--- config.mk ---
export PLATFORM = sky130hd
export DESIGN_NAME = display_formatter
export DESIGN_NICKNAME = d
export VERILOG_FILES = /design/src/rtl/display_formatter.sv
export SDC_FILE = /design/constraint.sdc
export NUM_CORES = 1
export LEC_CHECK = 0
export ABC_AREA = 1
export CORE_ASPECT_RATIO = 1.2
export CORE_UTILIZATION = 26
export CTS_CLUSTER_SIZE = 12
export DETAILED_ROUTE_END_ITERATION = 10
export PLACE_DENSITY_LB_ADDON = 0.12
export SYNTH_ARGS = -nofsm -noshare
export SYNTH_HDL_FRONTEND = slang
export SYNTH_SLANG_ARGS = --single-unit
--- constraint.sdc ---
create_clock -name clk -period 3.7 [get_ports clk]
set_input_delay 0.555 -clock clk [delete_from_list [all_inputs] [get_ports clk]]
set_output_delay 0.555 -clock clk [all_outputs]
set_load 0.005 [all_outputs]
--- src/rtl/display_formatter.sv ---
// Binary-to-display-digit formatter: hex pass-through or sequential double-dabble
// decimal conversion, with start/done handshake, overflow and leading-zero blanking.
module display_formatter #(
    parameter int IN_WIDTH = 8,
    parameter int DIGITS   = 3
) (
    input  logic                  clk,
    input  logic                  rst_n,
    input  logic                  start,
    input  logic                  mode_hex,
    input  logic [IN_WIDTH-1:0]   value,
    output logic                  busy,
    output logic                  done,
    output logic [4*DIGITS-1:0]   digits,
    output logic [DIGITS-1:0]     blank,
    output logic                  overflow
);

    localparam int NDEC = (IN_WIDTH + 2) / 3;
    localparam int NINT = (DIGITS > NDEC) ? DIGITS : NDEC;
    localparam int BW   = 4 * NINT;
    localparam int DW   = 4 * DIGITS;
    localparam int XW   = (IN_WIDTH > DW) ? IN_WIDTH : DW;
    localparam int CW   = $clog2(IN_WIDTH + 1);
    localparam logic [CW-1:0]     LAST_ITER = CW'(IN_WIDTH);
    localparam logic [DIGITS-1:0] BLANK_RST = ~DIGITS'(1);

    typedef enum logic [1:0] {IDLE, LOAD, SHIFT, FINISH} state_t;

    state_t              state_q, state_d;
    logic [IN_WIDTH-1:0] val_q;
    logic                mode_q;
    logic [BW-1:0]       bcd_q, bcd_adj, bcd_next;
    logic [CW-1:0]       cnt_q;
    logic [DW-1:0]       digits_q, res_d;
    logic [DIGITS-1:0]   blank_q, blank_d;
    logic                overflow_q, ovf_d;
    logic [XW-1:0]       val_ext;
    logic                last_iter, accept, finish_en;

    assign last_iter = (cnt_q == LAST_ITER);
    assign accept    = start && ((state_q == IDLE) || (state_q == FINISH));
    assign finish_en = (state_q == LOAD) || ((state_q == SHIFT) && last_iter);

    // Shift-add-3: correct every digit >=5 before the doubling shift.
    always_comb begin
        bcd_adj = bcd_q;
        for (int k = 0; k < NINT; k++) begin
            if (bcd_q[4*k +: 4] >= 4'd5) begin
                bcd_adj[4*k +: 4] = bcd_q[4*k +: 4] + 4'd3;
            end
        end
        bcd_next = {bcd_adj[BW-2:0], val_q[IN_WIDTH-1]};
    end

    assign val_ext = XW'(val_q);

    // Result selection; blanking works on the truncated, displayed digits.
    always_comb begin
        if (mode_q) begin
            res_d = val_ext[DW-1:0];
            ovf_d = |(val_ext >> DW);
        end else begin
            res_d = bcd_q[DW-1:0];
            ovf_d = |(bcd_q >> DW);
        end
        blank_d = '0;
        for (int k = 1; k < DIGITS; k++) begin
            blank_d[k] = ((res_d >> (4*k)) == '0);
        end
    end

    always_ff @(posedge clk or negedge rst_n) begin
        if (!rst_n) begin
            state_q <= IDLE;
        end else begin
            state_q <= state_d;
        end
    end

    always_comb begin
        state_d = state_q;
        busy    = 1'b0;
        done    = 1'b0;
        case (state_q)
            IDLE: begin
                if (start) state_d = mode_hex ? LOAD : SHIFT;
            end
            LOAD: begin
                busy    = 1'b1;
                state_d = FINISH;
            end
            SHIFT: begin
                busy = 1'b1;
                if (last_iter) state_d = FINISH;
            end
            FINISH: begin
                done    = 1'b1;
                state_d = start ? (mode_hex ? LOAD : SHIFT) : IDLE;
            end
            default: state_d = IDLE;
        endcase
    end

    always_ff @(posedge clk or negedge rst_n) begin
        if (!rst_n) begin
            val_q      <= '0;
            mode_q     <= 1'b0;
            bcd_q      <= '0;
            cnt_q      <= '0;
            digits_q   <= '0;
            blank_q    <= BLANK_RST;
            overflow_q <= 1'b0;
        end else begin
            if (accept) begin
                val_q  <= value;
                mode_q <= mode_hex;
                bcd_q  <= '0;
                cnt_q  <= '0;
            end else if ((state_q == SHIFT) && !last_iter) begin
                bcd_q <= bcd_next;
                val_q <= val_q << 1;
                cnt_q <= cnt_q + CW'(1);
            end
            // Visible outputs change only here, so done and new data coincide.
            if (finish_en) begin
                digits_q   <= res_d;
                blank_q    <= blank_d;
                overflow_q <= ovf_d;
            end
        end
    end

    assign digits   = digits_q;
    assign blank    = blank_q;
    assign overflow = overflow_q;

endmodule
==> flow_summary_export.csv <==
group,metric,value,unit
detailed_routing,final_antenna_net_count,0,
final_layout,area_delta_synth_final,18.25,%
timing,rsz0062_at_grt,"false",
critical_path,rrSetupSlack,2.01,ns
timing,setup-violations-final,0,
detailed_routing,wirelength,4.958,mm
placed_design,dp.final_hpwl,3.553,mm
pwr,power,1.816,mW
logic_synthesis,syn_inst,280,
critical_path,cp-end-kind,"primary output",
final_layout,fill_cells,951,
cts,clkSlewWorstSetupHoldPaths,0.09,ns
final_layout,stdcell_count,425,
final_layout,layout.nets,332,
cts,postCtsHoldBufs,0,
timing,setup_tns,0,ns
logic_synthesis,synth_top_area_cell,"dfrtp_1",
logic_synthesis,ys_warn_count,0,
pwr,p_leak,1.332,nW
global_route,grt.overflow.total,0,
detailed_routing,drc,0,
floorplan,ioPinCount,30,
critical_path,cp.arrival,1.66,ns
cts,cts_tree,"yes",
logic_synthesis,synth-seq-cells,41,
logic_synthesis,yosysSeqAreaShare,45.19,%
floorplan,die_w,87.41,um
floorplan,core,8518,sq um
timing,fmax,451.0,MHz
final_layout,n_antenna_cell,0,
pwr,p_per_area,674.8,nW/um^2
critical_path,crit_path_start_kind,"flip-flop",
logic_synthesis,ys_types,24,
logic_synthesis,synth.top_cell.area_share,42.88,%
final_layout,fin_area,2691,sq um
critical_path,rr_endpoint,"digits[10]",
critical_path,worstReg2RegStart,"state_q[0]",
placed_design,globalplace.congestion,0.7139,
global_route,antenna_found_initial,0,
timing,finalHoldViolCount,0,
logic_synthesis,avgSynthCellArea,8.128,sq um
cts,cts-root-buf,"clkbuf_8",
critical_path,required,3.14,ns
cts,postCtsSetupRepairBufs,0,
critical_path,critPathSlowestCell,"clkdlybuf4s50_1",
cts,cts-resized-gates,0,
placed_design,pre_cts_ws,1.782,ns
placed_design,place_inst,417,
global_route,grt_pass1_vias,1842,
timing,slew_headroom,35.62,%
detailed_routing,vias,1832,
timing,min_period_over_period,59.93,%
pwr,max-vdd-ir-drop,0.0003232,V
timing,worst-slew-pin-transition,0.9656,ns
logic_synthesis,netlist_area,2276,sq um
timing,fin_ws,1.483,ns
placed_design,port_buffers,27,
detailed_routing,drtIter0Drc,71,
detailed_routing,wl_per_cell,11.67,um
critical_path,critPathMaxFanout,4,
detailed_routing,drt-vias-per-instance,4.311,
floorplan,die_h,104.5,um
timing,period_needed,2.217,ns
floorplan,die_area,9133,sq um
critical_path,critical_path.cell_chain,"inv_1 -> ha_1 -> clkdlybuf4s50_1",
flow_run,cap_violations,0,
cts,cts_sinks,41,
final_layout,layout-drive-gt1-share,10.06,%
global_route,grt_max_degree,42,
global_route,grt_usage,12.15,%
cts,cts_buffer_depth,2,
timing,skew,0.01259,ns
placed_design,dpl_cell_area,2609,sq um
logic_synthesis,synth_area_leaders,"dfrtp_1 (43%), nand2_1 (17%), ha_1 (7.1%)",
detailed_routing,firstDrtPassIters,4,
floorplan,start_util,26.72,%
cts,cts_made_buffers,5,
timing,slew_viol_final,0,
min_path,hold_path_class,"input port to asynchronous set/reset pin",
run_status,status,"completed",
critical_path,critPathKind,"flip-flop to primary output",
floorplan,rows,37,
critical_path,max_stage_delay,0.52,ns
global_route,grt_pass1_wl,8.583,mm
critical_path,ff2ff_path_depth,7,
cts,clk_latency,0.30,ns
cts,htreeDepth,2,
[stage by stage]
stage	utilization (%)	hold WS, ns
6_report	31.60	0.4028
5_1_grt	31.60	0.4830
4_1_cts	31.60	0.4479
3_5_place_dp	30.63	0.4591
3_3_place_gp	30.63	0.4569
2_1_floorplan	-	0.2594
[worst max path at each step]
stage / start / endpoint / slack [ns] / cells past startpoint
floorplan: state_q[0] / val_q[7] / 2.23 / 9
global placement: state_q[1] / busy / 1.81 / 3
detailed placement: state_q[0] / busy / 1.78 / 3
CTS: state_q[1] / busy / 1.45 / 3
global route: state_q[1] / busy / 1.36 / 3
finish: state_q[1] / busy / 1.48 / 3
[final cells by class]
type / count / area (sq um) / area share [%]
clock inverters: 2 / 10.01 / 0.3719
well taps: 117 / 146.4 / 5.439
multi-input cells: 199 / 1042 / 38.73
inverters: 33 / 126.4 / 4.695
clock buffers: 6 / 72.57 / 2.696
repair buffers: 27 / 265.3 / 9.856
flip-flops and latches: 41 / 1028 / 38.21
[kinds of logic (layout without fill, tap and decap cells)]
group | Yosys count | after routing | synth area share, %
flops | 41 | 41 | 45.19
compound gates | 38 | 38 | 10.45
other cells | 1 | 2 | 0.1648
buf+inv | 41 | 68 | 9.181
simple gates | 146 | 146 | 27.87
fa+ha+maj | 13 | 13 | 7.147
[flip-flops by register name, indices dropped and copies added (netlist names)]
| register | flops |
|---|---|
| bcd_q | 12 |
| digits | 12 |
| val_q | 8 |
| cnt_q | 4 |
| blank | 2 |
| state_q | 2 |
| mode_q | 1 |
[layer usage]
layer	part of all wire, %	wire (um)	GRT usage, %
met1	48	2387	15.63
met2	47	2336	19.98
met3	3.4	170	2.937
met4	1.3	63	3.513
met5	0	0	0
[cell usage in the layout, fill, tap and decap left out, drive strengths merged]
cell type / netlist / final
a21oi: 2 / 2
buf: 8 / 1
clkbuf: 0 / 6
clkdlybuf4s50: 0 / 26
clkinv: 0 / 2
conb: 1 / 2
dfrtp: 39 / 39
dfstp: 2 / 2
ha: 13 / 13
inv: 33 / 33
nand2: 105 / 105
nand3: 28 / 28
nand4: 6 / 6
nor2: 7 / 7
o211ai: 4 / 4
o21ai: 30 / 30
o21bai: 1 / 1
o22ai: 1 / 1
[cells in the mapped netlist (all sizes together)]
master	count
o21ai	30
buf	8
nand2	105
dfstp	2
o211ai	4
a21oi	2
dfrtp	39
ha	13
o22ai	1
nand4	6
conb	1
nor2	7
nand3	28
o21bai	1
inv	33
[where the power goes]
part / internal, mW / switching [mW]
registers: 0.582 / 0.0958
clock network: 0.131 / 0.162
logic: 0.318 / 0.527
total: 1.03 / 0.785
[critical path, delay by kind of cell (launching register included)]
family	cells	cell delay (ns)
buf+inv	2	0.62
flops	1	0.40
fa+ha+maj	1	0.36
Note: power is estimated with default switching activity, not from simulation.
